### src/rtl/stepper_ramp_drive_pkg.sv
// Shared definitions for the two-motor stepper ramp drive: command codes,
// FSM state encoding and the half-step coil table.
package stepper_ramp_drive_pkg;

  localparam logic [4:0] CMD_NONE     = 5'b00000;
  localparam logic [4:0] CMD_FORWARD  = 5'b00001;
  localparam logic [4:0] CMD_BACKWARD = 5'b00010;
  localparam logic [4:0] CMD_LEFT     = 5'b00100;
  localparam logic [4:0] CMD_RIGHT    = 5'b01000;
  localparam logic [4:0] CMD_STOP     = 5'b10000;

  typedef enum logic [1:0] {
    ST_IDLE   = 2'd0,
    ST_ACCEL  = 2'd1,
    ST_CRUISE = 2'd2,
    ST_DECEL  = 2'd3
  } state_t;

  // Coil pattern for each half-step index.
  function automatic logic [3:0] phase_of(input logic [2:0] idx);
    case (idx)
      3'd0: phase_of = 4'b1000;
      3'd1: phase_of = 4'b1100;
      3'd2: phase_of = 4'b0100;
      3'd3: phase_of = 4'b0110;
      3'd4: phase_of = 4'b0010;
      3'd5: phase_of = 4'b0011;
      3'd6: phase_of = 4'b0001;
      3'd7: phase_of = 4'b1001;
    endcase
  endfunction

  function automatic logic is_one_hot(input logic [4:0] c);
    return (c != 5'd0) && ((c & (c - 5'd1)) == 5'd0);
  endfunction

  function automatic logic is_move(input logic [4:0] c);
    return c inside {CMD_FORWARD, CMD_BACKWARD, CMD_LEFT, CMD_RIGHT};
  endfunction

  // Motor directions {d1, d0} for a movement command; 1 steps the index up.
  function automatic logic [1:0] dirs_of(input logic [4:0] c);
    case (c)
      CMD_FORWARD:  dirs_of = 2'b11;
      CMD_LEFT:     dirs_of = 2'b10;
      CMD_RIGHT:    dirs_of = 2'b01;
      default:      dirs_of = 2'b00;
    endcase
  endfunction

endpackage

### src/rtl/stepper_ramp_drive_halfstep_seq.sv
// Half-step sequencer for one unipolar motor: 3-bit index with wrap and a
// registered coil drive that is released when the motor is not running.
module halfstep_seq
  import stepper_ramp_drive_pkg::*;
(
  input  logic       clk,
  input  logic       rst_n,
  input  logic       run,
  input  logic       tick,
  input  logic       dir,
  output logic [3:0] phase
);

  logic [2:0] idx;
  logic [2:0] idx_next;

  // One half-step per tick; 3-bit arithmetic gives the 7<->0 wrap for free
  always_comb begin
    // NOTE: default first so every path assigns idx_next and no latch is inferred.
    idx_next = idx;
    if (tick) idx_next = dir ? idx + 3'd1 : idx - 3'd1;
  end

  // Index and coil register; coils show the index the motor is moving to
  always_ff @(posedge clk or negedge rst_n) begin
    // NOTE: non-blocking assignments so every flop samples pre-edge values.
    if (!rst_n) begin
      idx   <= 3'd0;
      phase <= 4'b0000;
    end else begin
      idx   <= idx_next;
      phase <= run ? phase_of(idx_next) : 4'b0000;
    end
  end

endmodule

### src/rtl/stepper_ramp_drive.sv
// Two-motor stepper drive with trapezoidal step-rate ramp, pending-command
// handling across deceleration, and a command watchdog.
module stepper_ramp_drive
  import stepper_ramp_drive_pkg::*;
#(
  parameter logic [15:0] P_START     = 16'd40000,
  parameter logic [15:0] P_MIN       = 16'd8000,
  parameter logic [15:0] P_DEC       = 16'd2000,
  parameter logic [23:0] WDOG_CYCLES = 24'd8000000
) (
  input  logic       clk,
  input  logic       rst_n,
  input  logic       cmd_valid,
  input  logic [4:0] cmd,
  output logic [3:0] m0_phase,
  output logic [3:0] m1_phase,
  output logic       busy,
  output logic [1:0] state_o,
  output logic       cmd_err,
  output logic       wdog_trip
);

  state_t      state;
  logic [15:0] period;
  logic [15:0] timer;
  logic [4:0]  pending;
  logic [23:0] wdog_cnt;
  logic        d0;
  logic        d1;

  logic        accept;
  logic        cmd_bad;
  logic        cmd_is_move;
  logic [1:0]  cmd_dirs;
  logic        same_dir;
  logic        tick;
  logic [16:0] dec_wide;
  logic [16:0] inc_wide;
  logic [15:0] period_dn;
  logic [15:0] period_up;
  logic [15:0] period_run;
  logic        wdog_hit;
  logic [4:0]  pending_eff;
  logic        decel_done;
  logic        start_move;
  logic        run;

  // Command, timer, period-saturation and run decode for the FSM and sequencers
  always_comb begin
    accept      = cmd_valid && is_one_hot(cmd);
    cmd_bad     = cmd_valid && !is_one_hot(cmd);
    cmd_is_move = accept && is_move(cmd);
    cmd_dirs    = dirs_of(cmd);
    same_dir    = cmd_is_move && (cmd_dirs == {d1, d0});
    tick        = (state != ST_IDLE) && (timer == 16'd0);

    // Borrow out of bit 16 means the subtraction went below zero.
    dec_wide  = {1'b0, period} - {1'b0, P_DEC};
    period_dn = (dec_wide[16] || (dec_wide[15:0] < P_MIN)) ? P_MIN : dec_wide[15:0];
    inc_wide  = {1'b0, period} + {1'b0, P_DEC};
    period_up = (inc_wide > {1'b0, P_START}) ? P_START : inc_wide[15:0];
    period_run = (state == ST_ACCEL) ? period_dn : period;

    wdog_hit    = ((state == ST_ACCEL) || (state == ST_CRUISE)) && !accept &&
                  (wdog_cnt == WDOG_CYCLES);
    // A command arriving on the final deceleration tick still decides what follows.
    pending_eff = accept ? cmd : pending;
    decel_done  = (state == ST_DECEL) && tick && (period_up == P_START);
    start_move  = (state == ST_IDLE) && cmd_is_move;

    // Coils must be driven in any cycle whose next state is not IDLE.
    case (state)
      ST_IDLE:  run = start_move;
      ST_DECEL: run = !(decel_done && !is_move(pending_eff));
      default:  run = 1'b1;
    endcase
  end

  // Ramp FSM with step timer, period, pending command, watchdog and pulses
  always_ff @(posedge clk or negedge rst_n) begin
    if (!rst_n) begin
      state     <= ST_IDLE;
      period    <= P_START;
      timer     <= P_START - 16'd1;
      pending   <= CMD_NONE;
      wdog_cnt  <= 24'd0;
      d0        <= 1'b0;
      d1        <= 1'b0;
      cmd_err   <= 1'b0;
      wdog_trip <= 1'b0;
    end else begin
      cmd_err   <= cmd_bad;
      wdog_trip <= wdog_hit;

      if (accept || wdog_hit || (state == ST_IDLE) || (state == ST_DECEL))
        wdog_cnt <= 24'd0;
      else
        wdog_cnt <= wdog_cnt + 24'd1;

      if ((state != ST_IDLE) && !tick) timer <= timer - 16'd1;

      case (state)
        ST_IDLE: begin
          if (start_move) begin
            {d1, d0} <= cmd_dirs;
            period   <= P_START;
            timer    <= P_START - 16'd1;
            pending  <= CMD_NONE;
            state    <= ST_ACCEL;
          end
        end

        ST_ACCEL, ST_CRUISE: begin
          if (tick) begin
            period <= period_run;
            timer  <= period_run - 16'd1;
          end
          if (accept && !same_dir) begin
            pending <= cmd;
            state   <= ST_DECEL;
          end else if (wdog_hit) begin
            pending <= CMD_STOP;
            state   <= ST_DECEL;
          end else if ((state == ST_ACCEL) && tick && (period_dn == P_MIN)) begin
            state <= ST_CRUISE;
          end
        end

        ST_DECEL: begin
          if (accept) pending <= cmd;
          if (tick) begin
            period <= period_up;
            timer  <= period_up - 16'd1;
          end
          if (decel_done) begin
            pending <= CMD_NONE;
            if (is_move(pending_eff)) begin
              {d1, d0} <= dirs_of(pending_eff);
              state    <= ST_ACCEL;
            end else begin
              state <= ST_IDLE;
            end
          end
        end
      endcase
    end
  end

  assign state_o = state;
  assign busy    = (state != ST_IDLE);

  halfstep_seq u_m0 (
    .clk   (clk),
    .rst_n (rst_n),
    .run   (run),
    .tick  (tick),
    .dir   (d0),
    .phase (m0_phase)
  );

  halfstep_seq u_m1 (
    .clk   (clk),
    .rst_n (rst_n),
    .run   (run),
    .tick  (tick),
    .dir   (d1),
    .phase (m1_phase)
  );

endmodule
### config.mk
export PLATFORM = sky130hd
export DESIGN_NAME = stepper_ramp_drive
export DESIGN_NICKNAME = d
export VERILOG_FILES = /design/src/rtl/stepper_ramp_drive_pkg.sv /design/src/rtl/stepper_ramp_drive_halfstep_seq.sv /design/src/rtl/stepper_ramp_drive.sv
export SDC_FILE = /design/constraint.sdc
export NUM_CORES = 1
export LEC_CHECK = 0
export CAP_MARGIN = 30
export CORE_MARGIN = 4
export CORE_UTILIZATION = 40
export CTS_BUF_LIST = sky130_fd_sc_hd__clkbuf_4 sky130_fd_sc_hd__clkbuf_8 sky130_fd_sc_hd__clkbuf_16
export DETAILED_ROUTE_END_ITERATION = 10
export SETUP_SLACK_MARGIN = 0.5
export SLEW_MARGIN = 10
export SYNTH_ARGS = -nofsm -noshare
export SYNTH_HDL_FRONTEND = slang
export SYNTH_SLANG_ARGS = --single-unit
### constraint.sdc
create_clock -name clk -period 9.5 [get_ports clk]
set_input_delay 2.375 -clock clk [delete_from_list [all_inputs] [get_ports clk]]
set_output_delay 2.375 -clock clk [all_outputs]
set_load 0.05 [all_outputs]
* Yosys cells after proc, flatten, opt, wreduce, memory -nomap -nowiden
Memory sizes are Yosys's and may differ from the RTL's.
Cells that the tools add are included.
** Word-level totals
- Input port bits :: 8
- Memories :: 2
- Bits in registers :: 81
- Bits in read-only memories :: 64
- Logic and storage cells :: 134
** Cells by class
- Reductions and logical operators :: 40
- $lt $le $gt $ge :: 2
- Bitwise gates (word level) :: 1
- Eq/ne operators :: 22
- Muxes and demuxes :: 43
- Add/sub/neg operators :: 11
** Memory list
- (no name shown) :: words 8, bits a word 4, read ports 1, clocked after memory_dff 0, wr ports 0, line stepper_ramp_drive_pkg.sv:21 : case (idx)
- (no name shown) :: words 8, bits a word 4, read ports 1, clocked after memory_dff 0, wr ports 0, line stepper_ramp_drive_pkg.sv:21
** Operators with widths (number)
- 16-bit 2-to-1 mux :: 10
- 16-bit one-hot mux with 3 select lines :: 2
- 16-bit by 1-bit subtractor with 16-bit output (second input constant) :: 3
- 5-bit 2-to-1 mux :: 5
- 24-bit by 1-bit adder with 24-bit output (second input constant) :: 1
- 24-bit by 23-bit equality test with 1-bit output (second input constant) :: 1
- 24-bit 2-to-1 mux :: 1
- 2-bit one-hot mux with 3 select lines :: 3
- 16-bit by 11-bit adder with 17-bit output (second input constant) :: 1
- 17-bit by 16-bit > comparator with 1-bit output (second input constant) :: 1
- 16-bit by 11-bit subtractor with 17-bit output (second input constant) :: 1
- 16-bit by 13-bit equality test with 1-bit output (second input constant) :: 1
- 16-bit equality test (second input constant) :: 1
- 1-bit logical AND :: 16
- 16-bit zero test :: 1
- 16-bit by 13-bit < comparator with 1-bit output (second input constant) :: 1
- 5-bit one-hot mux with 3 select lines :: 1
- 3-bit 2-to-1 mux :: 4
- 5-bit by 1-bit equality test with 1-bit output (second input constant) :: 2
- 5-bit by 2-bit equality test with 1-bit output (second input constant) :: 2
- 5-bit by 3-bit equality test with 1-bit output (second input constant) :: 2
- 5-bit by 4-bit equality test with 1-bit output (second input constant) :: 2
- 2-bit 2-to-1 mux :: 5
- 4-bit 2-to-1 mux :: 2
- other kinds (24) :: 50

* Logic depth before layout (Yosys ltp)
- Word-level depth :: 13
- Depth in mapped cells :: 20

* By module
A second synthesis with hierarchy kept.
** Second synthesis, totals
- Cell total of the unflattened synthesis :: 835
- Area total of the unflattened synthesis :: 6875.3 sq um
** Modules (own cells, without submodules)
- stepper_ramp_drive :: area an instance 6092.1 sq um, cells an instance 769, sequential area each 1695.4 sq um, times used 1
- halfstep_seq (u_m1) :: area an instance 392.9 sq um, cells an instance 33, sequential area each 175.2 sq um, times used 1
- halfstep_seq (u_m0) :: area an instance 390.4 sq um, cells an instance 33, sequential area each 175.2 sq um, times used 1

* Worst setup path after synthesis
Ideal clock, no wire load.
- Path kind :: input to register
- Start point :: in cmd[2]
- End point :: reg d0
- Setup slack :: 4877 ps
- Setup time :: 128 ps
- Stages on the path :: 9
- Data arrival time :: 4495 ps
- Buffers on the path :: 1
- Path through :: clkbuf_1 -> xor2_1 -> o211a_1 -> o21ai_1 -> mux2i_1 -> xnor2_1 -> a21oi_1 -> a211oi_2 -> mux2_1
** Between the ends
- Cells in the longest elaborated chain, start to end :: 11
** RTL lines
- start: declaration :: line stepper_ramp_drive.sv:14 : input logic [4:0] cmd,
- 5-bit by 1-bit subtractor with 5-bit output :: line stepper_ramp_drive_pkg.sv:34 : return (c != 5'd0) && ((c & (c - 5'd1)) == 5'd0);
- 5-bit bitwise AND :: line stepper_ramp_drive_pkg.sv:34
- 5-bit zero test :: line stepper_ramp_drive_pkg.sv:34
- 1-bit logical AND :: line stepper_ramp_drive_pkg.sv:34
- 1-bit logical AND :: line stepper_ramp_drive.sv:50 : accept = cmd_valid && is_one_hot(cmd);
- 5-bit 2-to-1 mux
- 5-bit by 4-bit equality test with 1-bit output, or another cell as far along :: line stepper_ramp_drive_pkg.sv:38, stepper_ramp_drive_pkg.sv:43
- 2-bit one-hot mux with 3 select lines :: line stepper_ramp_drive_pkg.sv:43 : case (c)
- 1-bit 2-to-1 mux :: line stepper_ramp_drive.sv:137 : if (is_move(pending_eff)) begin
- 1-bit 2-to-1 mux :: line stepper_ramp_drive.sv:135 : if (decel_done) begin
- 1-bit one-hot mux with 2 select lines :: line stepper_ramp_drive.sv:102 : case (state)
- end signal: assignment :: line stepper_ramp_drive.sv:105 : {d1, d0} <= cmd_dirs;
- end signal: assignment :: line stepper_ramp_drive.sv:138 : {d1, d0} <= dirs_of(pending_eff);
- end: declaration :: line stepper_ramp_drive.sv:28 : logic d0;
Several ways; a longest one is shown, not always the timed one. The select of a mux whose other input is x is not followed.
A chain may end at the register's enable or synchronous reset.

* Final worst setup path
- Start point :: reg period[5]
- End point :: reg timer[12]
** Between the ends
- Cells in the longest elaborated chain, start to end :: 8
** RTL lines
- start: declaration :: line stepper_ramp_drive.sv:24 : logic [15:0] period;
- start signal: assignment :: line stepper_ramp_drive.sv:115 : period <= period_run;
- start signal: assignment :: line stepper_ramp_drive.sv:132 : period <= period_up;
- 16-bit by 11-bit subtractor with 17-bit output :: line stepper_ramp_drive.sv:58 : dec_wide = {1'b0, period} - {1'b0, P_DEC};
- 16-bit by 13-bit < comparator with 1-bit output :: line stepper_ramp_drive.sv:59 : period_dn = (dec_wide[16] || (dec_wide[15:0] < P_MIN)) ? P_MIN : dec_wide[15:0];
- 1-bit logical OR :: line stepper_ramp_drive.sv:59
- 16-bit 2-to-1 mux :: line stepper_ramp_drive.sv:59
- 16-bit 2-to-1 mux :: line stepper_ramp_drive.sv:62 : period_run = (state == ST_ACCEL) ? period_dn : period;
- 16-bit by 1-bit subtractor with 16-bit output :: line stepper_ramp_drive.sv:116 : timer <= period_run - 16'd1;
- 16-bit 2-to-1 mux :: line stepper_ramp_drive.sv:114 : if (tick) begin
- 16-bit one-hot mux with 3 select lines * :: line stepper_ramp_drive.sv:102
- end signal: assignment :: line stepper_ramp_drive.sv:100 : if ((state != ST_IDLE) && !tick) timer <= timer - 16'd1;
- end signal: assignment :: line stepper_ramp_drive.sv:107 : timer <= P_START - 16'd1;
- end signal: assignment :: line stepper_ramp_drive.sv:116
- end: declaration :: line stepper_ramp_drive.sv:25 : logic [15:0] timer;
Every way passes the cells marked *; elsewhere a longest branch is shown, timed or not.

==> summary.txt <==
initial antenna violation count = 0
mapped cell area = 6878 um2
maximum vdd drop = 226.3 uV
nets = 854
DR WL/cell = 18.88 um
flops & latches, synth = 81
Pleak = 2.907 nW
most frequent cells in the layout = 96 x nor2_1, 70 x nand2_1, 66 x dfrtp_1
worst hold path type = reg2reg
antenna violation net count after detailed routing = 0
top achievable clock speed = 197.0 MHz
Critical Path End Type = flip-flop
Avg Cell Area, Syn = 8.178 um2
CTS tree = done
Area Growth Syn to Fin = 8.805%
vias in the first global route = 6043
pre-CTS WS = 4.234 ns
Data required, critical path = 9.78 ns
Power Dens Cells = 360.0 nW/um2
Sw Ratio = 53.29%
Syn. warnings = 0
Final HPWL DP = 14.13 mm
initial drt markers = 559
Post-CTS Hold Fix Bufs = 0
Setup Skew = 0.006259 ns
WS Path Type = reg2reg
final cycle utilization of the critical path = 53.42%
outcome = finished, final reports clean
most common flop cell mapped by yosys = dfrtp_1
via count = 6432
clk buf depth = 2
setup ws final = 4.425 ns
critical path arrival = 5.36 ns
Slew Viols, Final = 0
total grt overflow = 0
Clk pwr share = 13.4%
Distinct cells, synth = 97
final setup TNS = 0 ns
sw power = 1.436 mW
Worst Path Max Fanout = 18
EDFF count, synth = 0
unrepaired setup endpoints after global routing = false
Starting Density = 41.18%
Inserted Clock Buffers = 9
Die Span Y = 139.1 um
Routed WL = 19.96 mm
Setup violations, final = 0
Post-CTS Setup Repair Bufs = 0
Fin. Hold Viols = 0
gr usage total = 20.64%
largest net degree at the start of global routing = 56
Comb power frac = 63.7%
first-pass GRT wire length = 32.34 mm
core area = 16700 um2
Die W = 139.1 um
Synth async-reset ratio = 100.0%
P_int = 1.258 mW
worst-margin pin slew = 0.8384 ns
CTS sink cnt = 81
Relative slew margins = 42.66%
via density per instance = 6.085
detailed-route DRC error count = 0
kind of start point of the critical path = flip-flop
Cells after Synth = 841
syn_nets = 863
max_cap viols = 0
Worst-Skew Late Latency = 0.36 ns
RePlAce Congestion = 0.9321
post-cts resize count = 0
Die ar. = 19360 um2
Final min period = 5.075 ns
port bufs = 20
CTS root buffer = clkbuf_16
CTS H-tree lvls = 3
ant diodes = 0
clock slew at reported path FFs = 0.06 ns
share of total power in sequential cells = 22.9%
drt pass-1 iters = 5
I/O pins = 21
layout cell share with drive strength beyond 1 = 9.200%
register area share after synthesis = 29.74%
Cell Rows = 47
most common cell after layout, fill and taps aside = nor2_1
[synth_stat cells (15+ instances only)]
| cell type | count | area (um2) |
|---|---|---|
| a21oi_1 | 36 | 180.2 |
| a31oi_1 | 19 | 118.9 |
| clkbuf_1 | 26 | 97.59 |
| dfrtp_1 | 66 | 1652 |
| dfstp_2 | 15 | 394.1 |
| inv_1 | 33 | 123.9 |
| nand2_1 | 70 | 262.8 |
| nand3_1 | 38 | 190.2 |
| nand4_1 | 19 | 118.9 |
| nor2_1 | 96 | 360.4 |
| nor3_1 | 22 | 110.1 |
| o21ai_0 | 38 | 190.2 |
| xnor2_1 | 53 | 464.2 |
| xor2_1 | 31 | 271.5 |
[path summary, 6_finish.rpt]
kind | end | startpoint | slack (ns) | cells past startpoint
hold / removal | wdog_cnt[0]$_DFF_PN0_ | wdog_cnt[0]$_DFF_PN0_ | 0.48 | 1
min in group asynchronous | period[13]$_DFFE_PN0P_ | rst_n | 1.94 | 1
hold reg to reg | wdog_cnt[0]$_DFF_PN0_ | wdog_cnt[0]$_DFF_PN0_ | 0.48 | 1
setup / recovery | timer[12]$_DFF_PN1_ | period[5]$_DFFE_PN0P_ | 4.42 | 16
max in group asynchronous | pending[0]$_DFFE_PN0P_ | rst_n | 6.53 | 2
setup reg to reg | timer[12]$_DFF_PN1_ | period[5]$_DFFE_PN0P_ | 4.42 | 16
[flip-flops by register name, indices dropped and copies added, names as in the netlist]
signal      flops
wdog_cnt       24
period         16
timer          16
pending         5
u_m0.phase      4
u_m1.phase      4
u_m0.idx        3
u_m1.idx        3
state_o         2
cmd_err         1
d0              1
d1              1
wdog_trip       1
[cells by family after synthesis]
group	Yosys count	synth area share [%]
multiplexers	10	1.564
adder cells (fa/ha/maj)	14	2.765
AND/OR/NAND/NOR	364	28.32
buffers and inverters	81	4.948
XOR/XNOR	85	10.93
flip-flops	81	29.74
AO/OA/AOI/OAI	206	21.72
[power by group through the flow]
stage / sequential (mW) / combinational [mW] / clock, mW
after CTS: 0.615 / 1.69 / 0.369
final: 0.618 / 1.72 / 0.361
after floorplan: 0.589 / 1.28 / 0
after global routing: 0.636 / 1.87 / 0.384
after detailed placement: 0.620 / 1.68 / 0
after global placement: 0.622 / 1.68 / 0
[layout make-up]
cell class              count  area (um2)
flip-flops and latches     81        2046
multi-input cells         679        4492
inverters                  36       135.1
clock inverters             6       67.56
repair buffers             25       235.2
fillers                  1661        9218
well taps                 220       275.3
clock buffers              10       232.7
[per-layer routing]
metal / track usage [%] / routed length [um]
met1: 28.63 / 9148
met3: 3.931 / 1200
met5: 0 / 0
met4: 8.599 / 617
met2: 31.60 / 8993
[critical path, cell delays in order, from the launching register on]
cell and delay (ns):
dfrtp_1 0.75, inv_1 0.17, ha_1 0.32, and3b_1 0.35, nand2b_1 0.20, xor2_1 0.19, nand4_1 0.36, nand3_1 0.60
nand2_1 0.24, ha_1 0.30, and2_1 0.21, nand4bb_1 0.14, or2_2 0.36, nor3_1 0.25, xor2_1 0.19, o21ai_0 0.13
a32oi_1 0.24
[stage by stage]
stage               area, um2  utilization (%)  total power, mW  cells  hold slack [ns]
finish                   7483            44.81            2.694   1057           0.4847
detailed placement       7183            43.01            2.296   1041           0.4745
floorplan                6878                -            1.868    841           0.4412
global placement         7183            43.01            2.301   1041           0.4733
CTS                      7483            44.81            2.671   1057           0.4896
global route             7483            44.81            2.891   1057           0.5231
(Power assumes the default switching activity.)
